--- src/rtl/gilbert_error_injector.sv ---
// Gilbert-Elliott error injector: corrupts each accepted word one bit per cycle,
// flipping bits with a probability chosen by the current channel state.
module gilbert_error_injector #(
  parameter int unsigned DATA_W = 8,
  parameter logic [8:0]  P_GOOD = 9'd0,
  parameter logic [8:0]  P_BAD  = 9'd256,
  parameter logic [15:0] SEED   = 16'hACE1
) (
  input  logic              clk,
  input  logic              reset,
  input  logic              channel_state,
  input  logic              in_valid,
  output logic              in_ready,
  input  logic [DATA_W-1:0] in_data,
  output logic              out_valid,
  input  logic              out_ready,
  output logic [DATA_W-1:0] out_data,
  output logic [DATA_W-1:0] out_err_mask,
  input  logic              clear_stats,
  output logic [31:0]       err_count,
  output logic [31:0]       bit_count,
  output logic [31:0]       bad_bit_count,
  output logic [1:0]        dbg_state
);

  // Handshakes: a word moves on an edge where valid && ready. in_ready and
  // out_valid are decoded from the registered state only, so neither depends
  // combinationally on the opposite side's valid/ready.

  localparam int unsigned IDX_W    = (DATA_W > 1) ? $clog2(DATA_W) : 1;
  localparam logic [15:0] SEED_EFF = (SEED == 16'h0000) ? 16'hACE1 : SEED;

  typedef enum logic [1:0] {
    S_IDLE = 2'd0,
    S_PROC = 2'd1,
    S_DONE = 2'd2
  } state_e;

  state_e            state_q, state_d;
  logic [15:0]       lfsr_q, lfsr_d;
  logic [IDX_W-1:0]  idx_q, idx_d;
  logic [DATA_W-1:0] work_q, work_d;
  logic [DATA_W-1:0] wmask_q, wmask_d;
  logic [DATA_W-1:0] odata_q, odata_d;
  logic [DATA_W-1:0] omask_q, omask_d;
  logic [31:0]       err_q, err_d;
  logic [31:0]       bits_q, bits_d;
  logic [31:0]       bad_q, bad_d;

  logic [7:0] rand8;
  logic [8:0] thr;
  logic       flip;
  logic       lfsr_fb;
  logic       last_bit;
  logic       proc_active;

  function automatic logic [31:0] sat_inc(input logic [31:0] c, input logic inc);
    return (inc && (c != 32'hFFFF_FFFF)) ? c + 32'd1 : c;
  endfunction

  assign rand8       = lfsr_q[7:0];
  assign thr         = channel_state ? P_GOOD : P_BAD;
  assign flip        = ({1'b0, rand8} < thr);
  // x^16 + x^14 + x^13 + x^11 + 1 in right-shifting Fibonacci form.
  assign lfsr_fb     = lfsr_q[0] ^ lfsr_q[2] ^ lfsr_q[3] ^ lfsr_q[5];
  assign last_bit    = (idx_q == IDX_W'(DATA_W - 1));
  assign proc_active = (state_q == S_PROC);

  always_comb begin
    state_d   = state_q;
    lfsr_d    = lfsr_q;
    idx_d     = idx_q;
    work_d    = work_q;
    wmask_d   = wmask_q;
    odata_d   = odata_q;
    omask_d   = omask_q;
    in_ready  = 1'b0;
    out_valid = 1'b0;
    case (state_q)
      S_IDLE: begin
        in_ready = 1'b1;
        if (in_valid) begin
          work_d  = in_data;
          wmask_d = '0;
          idx_d   = '0;
          state_d = S_PROC;
        end
      end
      S_PROC: begin
        lfsr_d         = {lfsr_fb, lfsr_q[15:1]};
        work_d[idx_q]  = work_q[idx_q] ^ flip;
        wmask_d[idx_q] = flip;
        if (last_bit) begin
          // Output registers only load on a finished word, so nothing partial leaks.
          odata_d = work_d;
          omask_d = wmask_d;
          state_d = S_DONE;
        end else begin
          idx_d = idx_q + 1'b1;
        end
      end
      S_DONE: begin
        out_valid = 1'b1;
        if (out_ready) begin
          state_d = S_IDLE;
        end
      end
      default: begin
        state_d = S_IDLE;
      end
    endcase
  end

  always_comb begin
    err_d  = err_q;
    bits_d = bits_q;
    bad_d  = bad_q;
    if (clear_stats) begin
      err_d  = '0;
      bits_d = '0;
      bad_d  = '0;
    end else if (proc_active) begin
      err_d  = sat_inc(err_q, flip);
      bits_d = sat_inc(bits_q, 1'b1);
      bad_d  = sat_inc(bad_q, ~channel_state);
    end
  end

  always_ff @(posedge clk or posedge reset) begin
    if (reset) begin
      state_q <= S_IDLE;
      lfsr_q  <= SEED_EFF;
      idx_q   <= '0;
      work_q  <= '0;
      wmask_q <= '0;
      odata_q <= '0;
      omask_q <= '0;
      err_q   <= '0;
      bits_q  <= '0;
      bad_q   <= '0;
    end else begin
      state_q <= state_d;
      lfsr_q  <= lfsr_d;
      idx_q   <= idx_d;
      work_q  <= work_d;
      wmask_q <= wmask_d;
      odata_q <= odata_d;
      omask_q <= omask_d;
      err_q   <= err_d;
      bits_q  <= bits_d;
      bad_q   <= bad_d;
    end
  end

  assign out_data      = odata_q;
  assign out_err_mask  = omask_q;
  assign err_count     = err_q;
  assign bit_count     = bits_q;
  assign bad_bit_count = bad_q;
  assign dbg_state     = state_q;

endmodule

--- config.mk ---
export PLATFORM = sky130hd
export DESIGN_NAME = gilbert_error_injector
export DESIGN_NICKNAME = d
export VERILOG_FILES = /design/src/rtl/gilbert_error_injector.sv
export SDC_FILE = /design/constraint.sdc
export NUM_CORES = 1
export LEC_CHECK = 0
export ABC_CLOCK_PERIOD_IN_PS = 5750
export CAP_MARGIN = 20
export CORE_UTILIZATION = 42
export CTS_BUF_LIST = sky130_fd_sc_hd__clkbuf_16
export CTS_CLUSTER_DIAMETER = 40
export CTS_CLUSTER_SIZE = 25
export DETAILED_ROUTE_END_ITERATION = 6
export PLACE_DENSITY = 0.66
export SLEW_MARGIN = 15
export SYNTH_ARGS = -nofsm -noshare
export SYNTH_HDL_FRONTEND = slang
export SYNTH_SLANG_ARGS = --single-unit
--- constraint.sdc ---
create_clock -name clk -period 5.75 [get_ports clk]
set_input_delay 0.8625 -clock clk [delete_from_list [all_inputs] [get_ports clk]]
set_output_delay 0.8625 -clock clk [all_outputs]
set_load 0.01 [all_outputs]
==> reports/results.tsv, run 1 <==
metric	value	unit
Yosys warning total	0	
htree depth	4	
area post-placement	8790	um2
First-pass DRT Iterations	5	
max_cap viols	0	
IO Count	130	
largest fanout on the critical path	13	
post_cts resized	0	
Final ANT Viol Nets	0	
switching share of power	0.317	
type of origin of the critical path	input port	
RSZ-0062 raised after global routing	false	
GR Util All Layers	0.218	
status	finished, final reports clean	
Mapped Nets	822	
clk_lat worst skew	0.42	ns
power share of the clock group	0.348	
Worst VDD drop	0.217	mV
Post-CTS Setup Inserts	0	
height of the die	134	um
Switching Power	0.988	mW
cts hold-fix bufs	0	
initial antenna violation count	0	
Yosys top cell area share	0.454	
synth unique cells	57	
CORE AREA	16800	um2
Final Net Count	933	
Num CTS Buffers	17	
clk root buf	clkbuf_16	
critical path class	input port to flop	
final setup TNS	0	ns
CTS Sinks	133	
design area	9360	um2
synthesized cell area	7340	um2
Internal	2.13	mW
P&R area growth vs syn	27.6	%
relative slew slack	0.321	
CP required	6.08	ns
synthesized flop and latch total	133	
Via Count	6652	
Overflow after GRT	0	
Routed WL	19000	um
number of synthesized flops with an enable pin	0	
Pleak	3.59	nW
final worst-path cycle share	0.621	
Power Dens Cells	333	nW/um2
hold_ws	0.471	ns
clk_skew	0.00741	ns
PortBufs	129	
highest clock rate	0.280	GHz
final hold vios	0	
die area	18000	um2
Pwr Total	3.12	mW
die span in x	134	um
register area share after synthesis	0.454	
Initial Util	0.436	
global-route wire length before repair	31400	um
min cycle time layout	3.57	ns
CTS tree	yes	
leading area contributor after synthesis	dfrtp_1	
clk buf depth	2	
Slew Limit Fails	0	
Main synth FF type	dfrtp_1	
measured slew at the worst slew-check pin	1.02	ns
most common cell after layout, fill and taps aside	dfrtp_1	
Seq pwr share	0.390	
top cells by area, synth	dfrtp_1, nor2_1, xnor2_1, nand2_1, a21oi_1	
vias in the first global route	6099	
routed vias/inst	5.82	
Async S/R FF share, synth	1.00	
final core utilization	0.557	
Cells after Synth	803	
Worst Setup End Kind	flop	
row cnt	47	
Routability Congestion	0.801	
clock-pin slew on the worst setup and hold paths	0.05	ns
WL/cell	16.6	um
largest net degree at the start of global routing	86	
Syn Area/Cell	9.14	um2
most frequent cells in the layout	dfrtp_1, clkdlybuf4s50_1, nor2_1	
# DRC	0	
Comb pwr share	0.262	
1st-iter DRT viols	446	
setup violators final	0	
hpwl dp	12600	um
Antenna diodes	0	
Critical Path AT	3.91	ns
layout cells sized above 1	0.0737	
Worst Hold Class	flop to flop	
-- sequential cells by signal (all words and copies together) (netlist names) --
signal         flops
bad_bit_count     32
bit_count         32
err_count         32
out_data           8
out_err_mask       8
wmask_q            8
work_q             8
idx_q              3
dbg_state          2
-- path summary, 6_finish.rpt --
kind | from | to | slack [ns] | cells after the start
max | channel_state | bad_bit_count[31]$_DFFE_PP0P_ | 2.18 | 6
min | out_data[6]$_DFFE_PP0P_ | out_data[6]$_DFFE_PP0P_ | 0.47 | 2
max reg2reg | dbg_state[1]$_DFFE_PP0P_ | bad_bit_count[31]$_DFFE_PP0P_ | 2.88 | 5
min reg2reg | out_data[6]$_DFFE_PP0P_ | out_data[6]$_DFFE_PP0P_ | 0.47 | 2
max in group asynchronous | reset | bad_bit_count[0]$_DFFE_PP0P_ | 3.60 | 3
min in group asynchronous | reset | bad_bit_count[3]$_DFFE_PP0P_ | 0.97 | 2
-- synthesized netlist by cell type (14+ instances only) --
cell type  instances
dfrtp_1          133
o21ai_0           39
nand3_1           34
or4_1             19
nor4_1            17
mux2_2            16
clkbuf_1          39
o31ai_1           27
nor2b_1           19
nor2_1            91
inv_1             14
nand4_1           27
or3_1             20
a2111oi_0         14
a21oi_1           48
nand2_1           71
nor3_1            15
xnor2_1           36
-- routing by layer --
| layer | routed length, um | GRT usage | part of all wire |
|---|---|---|---|
| met5 | 0 | 0 | 0 |
| met4 | 296 | 0.0730 | 0.016 |
| met1 | 9030 | 0.312 | 0.47 |
| met3 | 893 | 0.0404 | 0.047 |
| met2 | 8800 | 0.332 | 0.46 |
-- power by group through the flow --
stage | clock [mW] | sequential (mW) | combinational (mW)
floorplan | 0 | 1.20 | 0.519
global placement | 0 | 1.23 | 0.804
detailed placement | 0 | 1.23 | 0.818
CTS | 1.11 | 1.22 | 0.820
global route | 1.15 | 1.23 | 0.908
finish | 1.08 | 1.22 | 0.818
-- stage by stage --
step                cells  setup slack (ns)
finish               1143              2.18
global route         1143              1.93
CTS                  1143              2.18
detailed placement   1115              1.73
global placement     1115              1.85
floorplan             803              1.33
-- critical path, stage by stage --
cell and delay, ns:
clkdlybuf4s50_1 0.69, nor3b_2 0.65, nand4_1 0.51, a2111o_1 0.61
or4_1 0.43, a21oi_1 0.15
-- cells by family (layout without fill, tap and decap cells) --
logic type                 after synthesis  in the layout  synth area share
buffers and inverters                   60            180            0.0334
and+or+nand+nor                        372            372             0.274
AOI/OAI and AO/OA                      173            173             0.153
adders and majority gates                5              5           0.00853
DFF                                    133            133             0.454
muxes                                   20             20            0.0303
xor gates and xnor gates                40             40            0.0477
-- cell type report --
class	count	area, um2
Timing Repair Buffer	138	1360
Clock buffer	17	425
Sequential cell	133	3330
Multi-Input combinational cell	610	3770
Fill cell	1572	7460
Inverter	14	57.6
Tap cell	220	275
Clock inverter	11	148
No activity file was read; power rests on OpenSTA's default activity.
==> run 2: changes to the inputs <==
--- a/config.mk
+++ b/config.mk
@@ -5,7 +5,7 @@
 export SDC_FILE = /design/constraint.sdc
 export NUM_CORES = 1
 export LEC_CHECK = 0
-export ABC_CLOCK_PERIOD_IN_PS = 5750
+export ABC_CLOCK_PERIOD_IN_PS = 3550
 export CAP_MARGIN = 20
 export CORE_UTILIZATION = 42
 export CTS_BUF_LIST = sky130_fd_sc_hd__clkbuf_16
==> constraint.sdc (replaced) <==
create_clock -name clk -period 3.55 [get_ports clk]
set_input_delay 0.5325 -clock clk [delete_from_list [all_inputs] [get_ports clk]]
set_output_delay 0.5325 -clock clk [all_outputs]
set_load 0.01 [all_outputs]
==> reports/results.tsv, run 2 (same netlist as run 1, synthesis figures left out) <==
metric	value	unit
measured slew at the worst slew-check pin	0.901	ns
status	finished, final reports clean	
cts hold-fix bufs	0	
largest fanout on the critical path	12	
Setup WS post-layout	0.874	ns
Fillers	1560	
Antenna diodes	0	
global-route wire length before repair	31700	um
WL/cell	16.4	um
PortBufs	129	
CP required	3.85	ns
Final Net Count	940	
CORE AREA	16800	um2
GR Util All Layers	0.218	
cell family contributing the most delay on the critical path	simple AND/OR/NAND/NOR gates	
highest clock rate	0.374	GHz
clock-pin slew on the worst setup and hold paths	0.06	ns
CP bufs+invs	0	
post-route insts no fill	1153	
most common cell after layout, fill and taps aside	dfrtp_1	
hold_ws	0.445	ns
post_cts resized	0	
1st-iter DRT viols	408	
clk_skew	0.00855	ns
final hold vios	0	
placed insts	1122	
Final ANT Viol Nets	0	
Num CTS Buffers	17	
Cell Chain, Critical Path	nand4_2 > nor4_4 > o2111ai_1 > nor4_1 > mux2_2	
most frequent cells in the layout	dfrtp_1, clkdlybuf4s50_1, nor2_1	
initial antenna violation count	0	
die area	18000	um2
clk_lat worst skew	0.42	ns
final setup TNS	0	ns
CTS tree	yes	
Initial Util	0.436	
final worst-path cycle share	0.754	
Routed WL	19000	um
Worst VDD drop	0.335	mV
Worst Setup End Kind	flop	
Placement Setup Slack	0.704	ns
Slew Limit Fails	0	
Critical Path AT	2.98	ns
type of origin of the critical path	flop	
htree depth	4	
die span in x	134	um
First-pass DRT Iterations	5	
# DRC	0	
routed vias/inst	5.84	
clk buf depth	2	
Via Count	6730	
largest net degree at the start of global routing	134	
Worst Hold Class	input port to flop	
Power Dens Cells	517	nW/um2
relative slew slack	0.399	
hpwl dp	12800	um
vias in the first global route	6353	
Overflow after GRT	0	
height of the die	134	um
layout cells sized above 1	0.0782	
clk root buf	clkbuf_16	
min cycle time layout	2.68	ns
slowest cell on the critical path	o2111ai_1	
CTS Sinks	133	
Routability Congestion	0.822	
IO Count	130	
row cnt	47	
Post-CTS Setup Inserts	0	
Pleak	3.59	nW
RSZ-0062 raised after global routing	false	
slowest cell delay on critical path	0.53	ns
critical path class	flop to flop	
P&R area growth vs syn	27.5	%
max_cap viols	0	
setup violators final	0	
==> run 2: cell count changes in the layout (fill, tap and decap cells not counted) <==
cell / before / now
inv_1: 17 / 18
bufinv_16: 4 / 1
inv_6: 1 / 0
buf_12: 0 / 1
clkinv_2: 1 / 2
buf_4: 10 / 16
clkinv_1: 2 / 6
clkinvlp_4: 0 / 1
==> run 2: worst paths after layout <==
kind,startpoint,end,slack (ns),cells after the start
min in group asynchronous,reset,out_err_mask[1]$_DFFE_PP0P_,0.69,3
hold / removal,clear_stats,bit_count[28]$_DFFE_PP0P_,0.45,2
hold reg to reg,out_err_mask[6]$_DFFE_PP0P_,out_err_mask[6]$_DFFE_PP0P_,0.47,2
max in group asynchronous,reset,err_count[18]$_DFFE_PP0P_,2.30,3
setup / recovery,err_count[3]$_DFFE_PP0P_,err_count[29]$_DFFE_PP0P_,0.87,5
setup reg to reg,err_count[3]$_DFFE_PP0P_,err_count[29]$_DFFE_PP0P_,0.87,5
==> run 2: cell type report <==
cell class	count	area (um2)	share of cell area
Multi-Input combinational cell	610	3770	0.403
Sequential cell	133	3330	0.356
Timing Repair Buffer	145	1420	0.152
Clock buffer	17	425	0.0455
Tap cell	220	275	0.0294
Clock inverter	14	81.3	0.00869
Inverter	14	56.3	0.00602
==> run 2: worst register-to-register path: stages (launching register included) <==
cell       delay, ns
dfrtp_1         0.48
nand4_2         0.24
nor4_4          0.50
o2111ai_1       0.53
nor4_1          0.44
mux2_2          0.37
==> run 2: layer usage <==
metal  part of all wire  GRT usage
met3              0.049     0.0385
met5                  0          0
met1               0.47      0.301
met4              0.013     0.0724
met2               0.47      0.347
==> run 2: report_power, final <==
| group | switching (mW) | leakage (nW) | internal, mW | total (mW) |
|---|---|---|---|---|
| clock network | 0.612 | 0.267 | 0.925 | 1.54 |
| registers | 0.229 | 1.80 | 1.74 | 1.97 |
| logic | 0.744 | 1.53 | 0.593 | 1.34 |
==> run 2: per-stage QoR <==
| step | power, mW | util | cell area (um2) |
|---|---|---|---|
| final | 4.84 | 0.556 | 9360 |
| after global routing | 5.12 | 0.556 | 9360 |
| after CTS | 4.88 | 0.556 | 9360 |
| after detailed placement | 3.33 | 0.526 | 8850 |
| after global placement | 3.31 | 0.526 | 8850 |
| after floorplan | 2.79 | - | 7340 |
==> run 3: changes to the inputs <==
--- a/config.mk
+++ b/config.mk
@@ -5,14 +5,14 @@
 export SDC_FILE = /design/constraint.sdc
 export NUM_CORES = 1
 export LEC_CHECK = 0
-export ABC_CLOCK_PERIOD_IN_PS = 3550
+export ABC_CLOCK_PERIOD_IN_PS = 2300
 export CAP_MARGIN = 20
 export CORE_UTILIZATION = 42
 export CTS_BUF_LIST = sky130_fd_sc_hd__clkbuf_16
 export CTS_CLUSTER_DIAMETER = 40
 export CTS_CLUSTER_SIZE = 25
 export DETAILED_ROUTE_END_ITERATION = 6
-export PLACE_DENSITY = 0.66
+export PLACE_DENSITY = 0.69
 export SLEW_MARGIN = 15
 export SYNTH_ARGS = -nofsm -noshare
 export SYNTH_HDL_FRONTEND = slang
==> constraint.sdc (replaced) <==
create_clock -name clk -period 2.3 [get_ports clk]
set_input_delay 0.345 -clock clk [delete_from_list [all_inputs] [get_ports clk]]
set_output_delay 0.345 -clock clk [all_outputs]
set_load 0.01 [all_outputs]
==> reports/results.tsv, run 3 (same netlist as run 1, synthesis figures left out) <==
metric	value	unit
row cnt	47	
final core utilization	0.602	
Critical Path AT	2.52	ns
Final ANT Viol Nets	0	
most common cell after layout, fill and taps aside	dfrtp_1	
critical path class	flop to flop	
highest clock rate	0.450	GHz
IO Count	130	
Worst Setup End Kind	flop	
Worst Hold Class	input port to flop	
R2R depth	5	
global-route wire length before repair	33500	um
First-pass DRT Iterations	5	
layout cells sized above 1	0.170	
CTS Sinks	133	
Routability Congestion	0.856	
Power Dens Cells	799	nW/um2
Via Count	7045	
setup violators final	0	
die span in x	134	um
final hold vios	0	
slowest cell delay on critical path	0.57	ns
Antenna diodes	0	
largest net degree at the start of global routing	101	
cell family contributing the most delay on the critical path	simple AND/OR/NAND/NOR gates	
1st-iter DRT viols	461	
routed vias/inst	5.70	
Fillers	1467	
hold path cells	3	
most frequent cells in the layout	dfrtp_1, clkdlybuf4s50_1, buf_4	
htree depth	4	
min cycle time layout	2.22	ns
GR Util All Layers	0.233	
PortBufs	129	
final worst-path cycle share	0.966	
type of origin of the critical path	flop	
Final Net Count	1021	
clk root buf	clkbuf_16	
CP required	2.60	ns
die area	18000	um2
Placement Setup Slack	-0.192	ns
CTS tree	yes	
Overflow after GRT	0	
Cell Chain, Critical Path	nand4_4 > or4_4 > or3_4 > nor4_2 > mux2_1	
clk buf depth	2	
status	finished, final reports clean	
vias in the first global route	6590	
slowest cell on the critical path	or4_4	
Num CTS Buffers	17	
clock-pin slew on the worst setup and hold paths	0.06	ns
# DRC	0	
max_cap viols	0	
Setup WS post-layout	0.0791	ns
hpwl dp	13900	um
height of the die	134	um
area post-placement	9480	um2
Pleak	4.04	nW
design area	10100	um2
Slew Limit Fails	0	
WL/cell	16.3	um
Routed WL	20100	um
Worst VDD drop	0.583	mV
clk_skew	0.00644	ns
P&R area growth vs syn	37.9	%
Initial Util	0.436	
clk_lat worst skew	0.42	ns
initial antenna violation count	0	
CORE AREA	16800	um2
stages on the worst setup path	5	
CP bufs+invs	0	
largest fanout on the critical path	4	
hold_ws	0.364	ns
measured slew at the worst slew-check pin	0.698	ns
relative slew slack	0.523	
-- run 3: changes by cell type in the layout (fill, tap and decap cells not counted), moves of 2 or more --
cell and delta:
dfrtp_2 +2, clkinv_1 -6, bufinv_16 +2, clkinvlp_4 +3, inv_6 +2, dfrtp_1 -2, buf_4 +80, inv_1 -5
clkinv_4 +4
-- run 3: layout make-up --
type / instances / area [um2] / area share
multi-input combinational: 610 / 3810 / 0.376
sequential: 133 / 3330 / 0.329
timing repair buffer: 226 / 2040 / 0.202
clock buffer: 17 / 425 / 0.0420
tap: 220 / 275 / 0.0272
clock inverter: 15 / 180 / 0.0178
inverter: 14 / 56.3 / 0.00556
-- run 3: final timing paths --
check / from / endpoint / slack [ns]
hold reg to reg: out_data[0]$_DFFE_PP0P_ / out_data[0]$_DFFE_PP0P_ / 0.48
hold / removal: clear_stats / bit_count[31]$_DFFE_PP0P_ / 0.36
max in group asynchronous: reset / bad_bit_count[0]$_DFFE_PP0P_ / 1.44
setup / recovery: bad_bit_count[3]$_DFFE_PP0P_ / bad_bit_count[30]$_DFFE_PP0P_ / 0.08
min in group asynchronous: reset / wmask_q[6]$_DFFE_PP0P_ / 0.41
setup reg to reg: bad_bit_count[3]$_DFFE_PP0P_ / bad_bit_count[30]$_DFFE_PP0P_ / 0.08
-- run 3: timing repair --
action,CTS,global route
setup buffers,0,1
setup endpoints to repair,0,8
hold buffers,0,0
resized for setup,0,5
-- run 3: report_power, final --
part	internal, mW	total, mW	leakage, nW	switching [mW]
combinational	1.07	2.34	1.95	1.27
clock	1.71	2.80	0.290	1.09
sequential	2.68	2.95	1.80	0.266
total	5.46	8.09	4.04	2.63
-- run 3: routing by layer --
metal	vias to the layer above	wire, um	part of all wire	track usage
li1	3377	-	-	-
met1	3422	9240	0.46	0.330
met2	221	9640	0.48	0.366
met3	25	958	0.048	0.0336
met4	0	299	0.015	0.0805
met5	-	0	0	0
-- run 3: worst reg2reg max path, stage by stage, from the launching register on --
cell and delay, ns:
dfrtp_1 0.44, nand4_4 0.14, or4_4 0.57, or3_4 0.35, nor4_2 0.24, mux2_1 0.36
-- run 3: per-stage QoR --
step	instances	TNS (ns)	power, mW
final	1235	0	8.09
after floorplan	803	0	4.31
after global placement	1202	-0.989	5.30
after detailed placement	1202	-1.47	5.33
after CTS	1234	0	8.15
after global routing	1235	-0.00568	8.54
